--- src/rtl/game_countdown_timer_if.sv ---
// Bus between the level countdown timer and its users: strobe and control
// inputs from the tick generator / game FSM, display and status outputs
// back to the FSM and HUD.
interface game_countdown_timer_if;
  logic        tick_1ms;
  logic        load;
  logic [11:0] load_val;
  logic        start;
  logic        pause;
  logic [11:0] time_bcd;
  logic        running;
  logic        hurry;
  logic        time_up;
  logic        expired;

  // Controller side: drives strobes and controls, observes the timer.
  modport master (
    output tick_1ms, load, load_val, start, pause,
    input  time_bcd, running, hurry, time_up, expired
  );

  // Timer side.
  modport slave (
    input  tick_1ms, load, load_val, start, pause,
    output time_bcd, running, hurry, time_up, expired
  );
endinterface

--- src/rtl/game_countdown_timer.sv ---
// Level countdown timer: counts tick_1ms strobes into seconds and walks a
// three-digit BCD remaining-time value down to 000, raising a hurry flag
// below 100 s and a single-cycle time_up event on expiry.
//
// Per-cycle priority is rst > load > start/pause > tick. ms_cnt survives
// PAUSE so a second is only ever disturbed by the tick discarded on the
// pause or resume cycle itself.
module game_countdown_timer #(
  parameter int          MS_PER_SEC = 1000,   // legal range 2..1023
  parameter logic [11:0] START_TIME = 12'h400
) (
  input  logic                  mclk,
  input  logic                  rst,
  game_countdown_timer_if.slave bus
);

  typedef enum logic [1:0] {
    ST_IDLE    = 2'd0,
    ST_RUN     = 2'd1,
    ST_PAUSE   = 2'd2,
    ST_EXPIRED = 2'd3
  } state_t;

  // Last ms_cnt value of a second; the tick that arrives here rolls a second.
  localparam logic [9:0] MS_LAST = 10'(MS_PER_SEC - 1);

  state_t      state_r;
  logic [11:0] time_bcd_r;
  logic [9:0]  ms_cnt_r;
  logic        running_r;
  logic        time_up_r;
  logic        expired_r;
  logic        hurry_s;
  logic [11:0] time_dec_s;

  // Force any non-decimal nibble to 9 so the display never shows A..F.
  function automatic logic [3:0] clamp_digit(input logic [3:0] d);
    if (d > 4'd9) begin
      return 4'd9;
    end else begin
      return d;
    end
  endfunction

  function automatic logic [11:0] clamp_bcd(input logic [11:0] v);
    return {clamp_digit(v[11:8]), clamp_digit(v[7:4]), clamp_digit(v[3:0])};
  endfunction

  // One-second BCD decrement with borrow; saturates at 000.
  function automatic logic [11:0] bcd_dec(input logic [11:0] v);
    logic [3:0] hun;
    logic [3:0] ten;
    logic [3:0] one;
    hun = v[11:8];
    ten = v[7:4];
    one = v[3:0];
    if (v == 12'h000) begin
      return 12'h000;
    end else if (one != 4'd0) begin
      one = one - 4'd1;
    end else begin
      one = 4'd9;
      if (ten != 4'd0) begin
        ten = ten - 4'd1;
      end else begin
        ten = 4'd9;
        hun = hun - 4'd1;
      end
    end
    return {hun, ten, one};
  endfunction

  // Next displayed value when the current second completes.
  always_comb begin
    time_dec_s = bcd_dec(time_bcd_r);
  end

  // Hurry decodes registered state only, so it adds no latency.
  always_comb begin
    hurry_s = 1'b0;
    if ((time_bcd_r[11:8] == 4'd0) && (state_r != ST_IDLE)) begin
      hurry_s = 1'b1;
    end else begin
      hurry_s = 1'b0;
    end
  end

  // Timer FSM with ms/second counting and registered status outputs.
  always_ff @(posedge mclk) begin
    if (rst) begin
      state_r    <= ST_IDLE;
      time_bcd_r <= START_TIME;
      ms_cnt_r   <= 10'd0;
      running_r  <= 1'b0;
      time_up_r  <= 1'b0;
      expired_r  <= 1'b0;
    end else if (bus.load) begin
      state_r    <= ST_IDLE;
      time_bcd_r <= clamp_bcd(bus.load_val);
      ms_cnt_r   <= 10'd0;
      running_r  <= 1'b0;
      time_up_r  <= 1'b0;
      expired_r  <= 1'b0;
    end else begin
      time_up_r <= 1'b0;
      case (state_r)
        ST_IDLE: begin
          if (bus.start) begin
            if (time_bcd_r == 12'h000) begin
              state_r   <= ST_EXPIRED;
              time_up_r <= 1'b1;
              expired_r <= 1'b1;
              running_r <= 1'b0;
            end else if (bus.pause) begin
              state_r   <= ST_PAUSE;
              running_r <= 1'b0;
            end else begin
              state_r   <= ST_RUN;
              running_r <= 1'b1;
            end
          end else begin
            state_r   <= ST_IDLE;
            running_r <= 1'b0;
          end
        end

        ST_RUN: begin
          if (bus.pause) begin
            // Tick on the pausing cycle is intentionally dropped.
            state_r   <= ST_PAUSE;
            running_r <= 1'b0;
          end else if (bus.tick_1ms) begin
            if (ms_cnt_r < MS_LAST) begin
              ms_cnt_r <= ms_cnt_r + 10'd1;
            end else begin
              ms_cnt_r   <= 10'd0;
              time_bcd_r <= time_dec_s;
              if (time_dec_s == 12'h000) begin
                state_r   <= ST_EXPIRED;
                time_up_r <= 1'b1;
                expired_r <= 1'b1;
                running_r <= 1'b0;
              end else begin
                state_r   <= ST_RUN;
              end
            end
          end else begin
            state_r <= ST_RUN;
          end
        end

        ST_PAUSE: begin
          if (!bus.pause) begin
            // Tick on the resume cycle is intentionally dropped.
            state_r   <= ST_RUN;
            running_r <= 1'b1;
          end else begin
            state_r   <= ST_PAUSE;
            running_r <= 1'b0;
          end
        end

        ST_EXPIRED: begin
          // Only load or rst leaves here; start and ticks are ignored.
          state_r   <= ST_EXPIRED;
          expired_r <= 1'b1;
          running_r <= 1'b0;
        end

        default: begin
          state_r   <= ST_IDLE;
          running_r <= 1'b0;
          expired_r <= 1'b0;
        end
      endcase
    end
  end

  assign bus.time_bcd = time_bcd_r;
  assign bus.running  = running_r;
  assign bus.hurry    = hurry_s;
  assign bus.time_up  = time_up_r;
  assign bus.expired  = expired_r;

  game_countdown_timer_chk u_chk (
    .mclk     (mclk),
    .rst      (rst),
    .time_bcd (time_bcd_r),
    .running  (running_r),
    .time_up  (time_up_r),
    .expired  (expired_r)
  );

endmodule

// Invariant checks on the timer's registered outputs.
module game_countdown_timer_chk (
  input logic        mclk,
  input logic        rst,
  input logic [11:0] time_bcd,
  input logic        running,
  input logic        time_up,
  input logic        expired
);

  // The expiry event always coincides with the expired level.
  a_time_up_expired : assert property (@(posedge mclk) disable iff (rst)
    time_up |-> expired);

  // Counting and expiry are mutually exclusive.
  a_run_not_expired : assert property (@(posedge mclk) disable iff (rst)
    running |-> !expired);

  // The expiry event lasts exactly one cycle.
  a_time_up_single : assert property (@(posedge mclk) disable iff (rst)
    time_up |=> !time_up);

  // Displayed digits stay decimal.
  a_bcd_digits : assert property (@(posedge mclk) disable iff (rst)
    (time_bcd[11:8] <= 4'd9) && (time_bcd[7:4] <= 4'd9) && (time_bcd[3:0] <= 4'd9));

endmodule

--- src/flat_wrapper.sv ---
// flat-port wrapper written by rule: the top's interface ports become plain ports
module game_countdown_timer_flat 
#(
  parameter int          MS_PER_SEC = 1000,                         
  parameter logic [11:0] START_TIME = 12'h400
)
  (mclk, rst, bus_tick_1ms, bus_load, bus_load_val, bus_start, bus_pause, bus_time_bcd, bus_running, bus_hurry, bus_time_up, bus_expired);
  game_countdown_timer_if bus_i ();
  input  logic mclk;
  input  logic rst;
  input wire logic [$bits(bus_i.tick_1ms)-1:0] bus_tick_1ms;
  input wire logic [$bits(bus_i.load)-1:0] bus_load;
  input wire logic [$bits(bus_i.load_val)-1:0] bus_load_val;
  input wire logic [$bits(bus_i.start)-1:0] bus_start;
  input wire logic [$bits(bus_i.pause)-1:0] bus_pause;
  output wire logic [$bits(bus_i.time_bcd)-1:0] bus_time_bcd;
  output wire logic [$bits(bus_i.running)-1:0] bus_running;
  output wire logic [$bits(bus_i.hurry)-1:0] bus_hurry;
  output wire logic [$bits(bus_i.time_up)-1:0] bus_time_up;
  output wire logic [$bits(bus_i.expired)-1:0] bus_expired;
  assign bus_i.tick_1ms = bus_tick_1ms;
  assign bus_i.load = bus_load;
  assign bus_i.load_val = bus_load_val;
  assign bus_i.start = bus_start;
  assign bus_i.pause = bus_pause;
  assign bus_time_bcd = bus_i.time_bcd;
  assign bus_running = bus_i.running;
  assign bus_hurry = bus_i.hurry;
  assign bus_time_up = bus_i.time_up;
  assign bus_expired = bus_i.expired;
  game_countdown_timer #(.MS_PER_SEC(MS_PER_SEC), .START_TIME(START_TIME)) u_core (.mclk(mclk), .rst(rst), .bus(bus_i));
endmodule
--- config.mk ---
export PLATFORM = sky130hd
export DESIGN_NAME = game_countdown_timer_flat
export DESIGN_NICKNAME = d
export VERILOG_FILES = /design/src/rtl/game_countdown_timer_if.sv /design/src/rtl/game_countdown_timer.sv /design/src/flat_wrapper.sv
export SDC_FILE = /design/constraint.sdc
export NUM_CORES = 1
export LEC_CHECK = 0
export ABC_AREA = 0
export CAP_MARGIN = 20
export CORE_MARGIN = 3
export CORE_UTILIZATION = 46
export CTS_BUF_LIST = sky130_fd_sc_hd__clkbuf_4 sky130_fd_sc_hd__clkbuf_8 sky130_fd_sc_hd__clkbuf_16
export CTS_CLUSTER_DIAMETER = 120
export CTS_CLUSTER_SIZE = 12
export DETAILED_ROUTE_END_ITERATION = 6
export GPL_ROUTABILITY_DRIVEN = 0
export PLACE_DENSITY_LB_ADDON = 0.25
export SLEW_MARGIN = 20
export SYNTH_ARGS = -nofsm -noshare
export SYNTH_HDL_FRONTEND = slang
export SYNTH_HIERARCHICAL = 1
export SYNTH_SLANG_ARGS = --single-unit
--- constraint.sdc ---
create_clock -name mclk -period 2.1 [get_ports mclk]
set_input_delay 0.42 -clock mclk [delete_from_list [all_inputs] [get_ports mclk]]
set_output_delay 0.42 -clock mclk [all_outputs]
set_load 0.005 [all_outputs]
==> out/results.ini <==
[setup_path]
path_cells=inv_4 -> ha_4 -> or4b_4 -> o31ai_4 -> o21ai_2 -> or4_4 -> a221oi_2
crit_end=u_core/bus.expired
reg2reg_to=u_core/bus.expired
critical_path_depth=7
start_kind=flip-flop
reg2reg_slack_ns=-0.12
slowest_delay_ns=0.51
cp-startpoint=u_core/bus.time_bcd[0]
cp_max_fo=4
r2r_cells=7
critPathTopFamily=simple AND/OR/NAND/NOR gates
required_ns=2.30
r2r_start=u_core/bus.time_bcd[0]
crit_buf_inv=1
criticalPathCategory=flip-flop to flip-flop
slowest_stage=or4b_4
arrival_ns=2.42
worstSetupEndpointType=flip-flop

[status]
violations=negative setup slack
status=finished with violations

[logic_synthesis]
avgSynthCellArea_um2=7.64
seq_area_frac_synth=0.317
yosys_warnings=6
synth_enable_flop_cells=0
synth_fp_nets=246
ys_seq_elements=27
async_reset_ff_frac=0
syn_area_um2=1700
ys.flop_type=dfxtp_1
ys_types=57
synth_top_area_frac=0.317
netlist_instances=223
synth_common_cells=27 x dfxtp_1, 27 x nor2_1, 19 x o21ai_0, 17 x nand2_1
synth_area_leader_cell=dfxtp_1
yosys-top-cells-area=dfxtp_1 32%, nor2_1 5.9%, o21ai_0 5.6%, a21oi_1 4.1%, nor3_1 4.1%

[power]
p_leak_nw=0.939
irDropWorstVdd_uv=284
p_per_area_nw_per_um2=475

[clock_network]
root_buffer=clkbuf_8
clock_sinks=27
cts_tree=built
cts_buffer_depth=2
cts.htree.levels=1
numCtsBuffers=3
clk_latency_ns=0.28
cts.clk_slew.worst_paths_ns=0.10
cts_hold_buffers=0

[route]
via_per_inst=5.77
firstDrtPassIters=4
detail-route-antenna-nets=0
drtIter0Drc=142
vias=1949
detail_route.wl_per_cell_um=15.3
drt-total-wl_um=5190
drc=0

[sta]
fmax_mhz=450
rsz0062_at_grt=yes
period_needed_ns=2.22
final-max-slew-violation-count=0
finalCritPeriodShare=1.06
tns_ns=-0.333
fin_ws_ns=-0.122
tightest_slew_ns=0.443
skew_ns=0.00185
setup_viol=4
hold-worst-slack_ns=0.487
timing_hold_violations_final=0
relSlewSlack=0.704

[global_route]
top_usage_layer=met2
grt_remaining_overflow=0
antenna_found_initial=0
grt_max_degree=17
groute.usage.overall=0.239
gr-usage-met2=0.386
use_met1=0.307
grt_pass1_vias=1818
grt_pass1_wl_um=8160
met3_usage=0.0354

[placed_design]
dpl.hpwl_um=3700
dp_slack_ns=-0.293
io_buffers=33

[layout]
areaGrowthSynthToFinish_pct=48.2
insertedDiodeCount=0
multi_input_area_um2=1170
final_nets=316
ff_latch_area_um2=546
fill_cells=270
drive_gt1_frac=0.271

[die]
fp.coreArea_um2=3440
die_width_um=66.9
io_pins=34
initial_utilization=0.495
die_y_um=66.9
die_area_um2=4470
placementRows=21

[worst_hold_path]
min-delay-start=u_core/ms_cnt_r[9]
hp-class=flip-flop to flip-flop

[flow_run]
drv_cap=0

==> registers in the layout, indices dropped and copies added (netlist names) <==
signal and count:
u_core/bus.time_bcd 12, u_core/ms_cnt_r 10, u_core/state_r 2, u_core/bus.expired 1, u_core/bus.running 1, u_core/bus.time_up 1
==> per-stage QoR <==
stage	cell area (um^2)	util	total power, mW	std cells
after floorplan	1760	-	0.707	223
after global placement	2380	0.690	0.858	329
after detailed placement	2380	0.690	0.865	329
after CTS	2450	0.711	1.17	334
after global routing	2520	0.734	1.26	338
final	2520	0.734	1.20	338
==> how the worst min path moves through the flow <==
stage	cells past startpoint	end	slack, ns
floorplan	2	u_core/ms_cnt_r[9]	0.43
global placement	2	u_core/ms_cnt_r[9]	0.45
detailed placement	2	u_core/ms_cnt_r[9]	0.47
CTS	2	u_core/ms_cnt_r[9]	0.49
global route	2	u_core/ms_cnt_r[9]	0.53
finish	2	u_core/ms_cnt_r[9]	0.49
==> layout by cell type (no fill, tap or decap), drive strengths merged, types with 14 or more instances in the layout <==
cell type	n
inv	14
nor2	27
o21ai	21
a21oi	14
nor3	14
clkdlybuf4s50	32
nand2	17
dfxtp	27
buf	42
==> area by class of cell <==
class	count	share of cell area
clock inverters	1	0.00198
inverters	15	0.0233
well taps	46	0.0228
multi-input cells	171	0.464
clock buffers	3	0.0164
flip-flops and latches	27	0.216
repair buffers	75	0.255
==> where the power goes <==
part	total [mW]	switching (mW)	internal, mW	leakage [nW]
clock	0.308	0.174	0.134	0.0255
sequential	0.541	0.0119	0.529	0.221
combinational	0.350	0.166	0.185	0.692
total	1.20	0.352	0.847	0.939
==> worst reg2reg max path: stages, from the launching register on <==
cell and delay (ns):
dfxtp_4 0.37, inv_4 0.07, ha_4 0.14, or4b_4 0.51, o31ai_4 0.28, o21ai_2 0.10
or4_4 0.44, a221oi_2 0.23
==> logic make-up after synthesis <==
kind of cell,Yosys count,share of synthesized area
multiplexers,4,0.0242
AO/OA/AOI/OAI,61,0.242
flip-flops,27,0.317
XOR/XNOR,2,0.0103
buffers and inverters,25,0.0631
AND/OR/NAND/NOR,99,0.307
adder cells (fa/ha/maj),5,0.0367
==> routing by layer <==
metal / part of all wire / vias up
met5: 0 / -
met4: 0.020 / 0
met3: 0.059 / 10
met2: 0.48 / 80
met1: 0.44 / 901
li1: - / 958
==> repair_timing <==
item,4_1_cts,5_1_grt
setup endpoints to repair,4,13
pin swaps,1,5
setup buffers,1,4
resized for setup,5,17
Power figures use the tool's default switching activity.
==> edit (same settings) <==
Make the reset (`rst`) asynchronous in one clocked block.
--- a/src/rtl/game_countdown_timer.sv
+++ b/src/rtl/game_countdown_timer.sv
@@ -86,7 +86,7 @@
   end
 
   // Timer FSM with ms/second counting and registered status outputs.
-  always_ff @(posedge mclk) begin
+  always_ff @(posedge mclk or posedge rst) begin
     if (rst) begin
       state_r    <= ST_IDLE;
       time_bcd_r <= START_TIME;
Function: differs if rst is asserted again (counterexample within 4 cycles, from zero or initial values and one cycle with rst high); with rst held inactive, the same outputs for 10 cycles.
==> edit against the unedited design <==
The run still ends with setup timing left; final cell count up 7.7%; cell area up 9.3%; critical path type unchanged; non-clock buffer count up 2; sequential cell count unchanged; setup slack worse by 9.2 ps; synthesized area up 15%; routed wire length up 11%; worst hold slack better by 7.1 ps.
Power is not compared: it rests on default switching activity, and its combinational part moved more than twofold at a synthesized area within 25%.
==> edit: results (changes against the unedited design) <==
die:
  die_w_um: 71.4  # was 66.9 µm
global_routing:
  grt.total_usage_pct: 22.8  # was 23.9%
  grtUsageMet2_pct: 35.9  # was 38.6%
  grt_pass1_wl_mm: 9.42  # was 8.16 mm
  grt_max_degree: 28  # was 17
  grt_pass1_vias: 1987  # was 1,818
  grt_use_met1_pct: 33.1  # was 30.7%
timing:
  layout_setup_ws_ps: -131  # was -122 ps
  setup_viol: 3  # was 4
  worst_clock_skew_ps: 4.37  # was 1.85 ps
logic_synthesis:
  synthXorXnorAreaFrac_pct: 0.445  # was 1.03%
  synth.area.top_cells: "dfrtp_1, o21ai_0, nand2_1, ha_1, nor2_1"  # was dfxtp_1, nor2_1, o21ai_0, a21oi_1, nor3_1
  syn_nets: 273  # was 246
  ys_top_cells_by_count: "nand2_1, o21ai_0, dfrtp_1, nor2_1, inv_1"  # was dfxtp_1, nor2_1, o21ai_0, nand2_1
  async_flop_share_pct: 100  # was 0%
  syn_inst: 245  # was 223
  synth.area.mux_share_pct: 2.61  # was 2.42%
  synth_compound_area_share_pct: 23.9  # was 24.2%
  ys_seq_area_share_pct: 34.4  # was 31.7%
drt:
  drt_iter0_drc: 216  # was 142
  firstDrtPassIters: 5  # was 4
  wl_met2_mm: 2.69  # was 2.47 mm
  met1_length_mm: 2.67  # was 2.31 mm
  via_per_inst: 5.91  # was 5.77
setup_path:
  slowest_delay_ps: 430  # was 510 ps
  critPathMaxFanout: 3  # was 4
  regToRegStartpoint: "u_core/bus.time_bcd[8]"  # was u_core/bus.time_bcd[0]
  r2r_end: "u_core/bus.running"  # was u_core/bus.expired
cells_and_area:
  multi_input_cells: 190  # was 171
  utilization_pct: 68.0  # was 73.4%
  seq_share_pct: 24.5  # was 21.6%
  design.seq.count: 27  # unchanged
  final_net_count: 343  # was 316
  multi_input_area_share_pct: 45.5  # was 46.4%
  final-clk-cell-share_pct: 1.77  # was 1.83%
run_status:
  status: "finished, violations left"  # unchanged
  failed_checks: "setup timing"  # unchanged
placement:
  dp_hpwl_mm: 4.09  # was 3.70 mm
edit: worst max path at each step:
stage / from / end / slack (ps) / cells past startpoint
floorplan: u_core/bus.time_bcd[8] / u_core/bus.running / -20 / 8
global placement: u_core/bus.time_bcd[8] / u_core/bus.running / 1 / 8
detailed placement: u_core/bus.time_bcd[8] / u_core/bus.running / -150 / 8
CTS: u_core/bus.time_bcd[8] / u_core/bus.running / -100 / 8
global route: u_core/bus.time_bcd[8] / u_core/bus.running / -240 / 8
finish: u_core/bus.time_bcd[8] / u_core/bus.running / -130 / 8
edit: worst min-delay path, delay by kind of cell:
kind	cells	cell delay, ps
buffers and inverters	3	760
edit: report_power, final:
group	total, µW	switching, µW	internal (µW)
logic	1240	611	626
clock network	314	179	135
registers	689	78.1	611
edit: repair_timing:
item,CTS,global route
resized for setup,19,13
pin swaps,6,7
cloned,0,0
setup endpoints to repair,7,11
buffers inserted,2,2
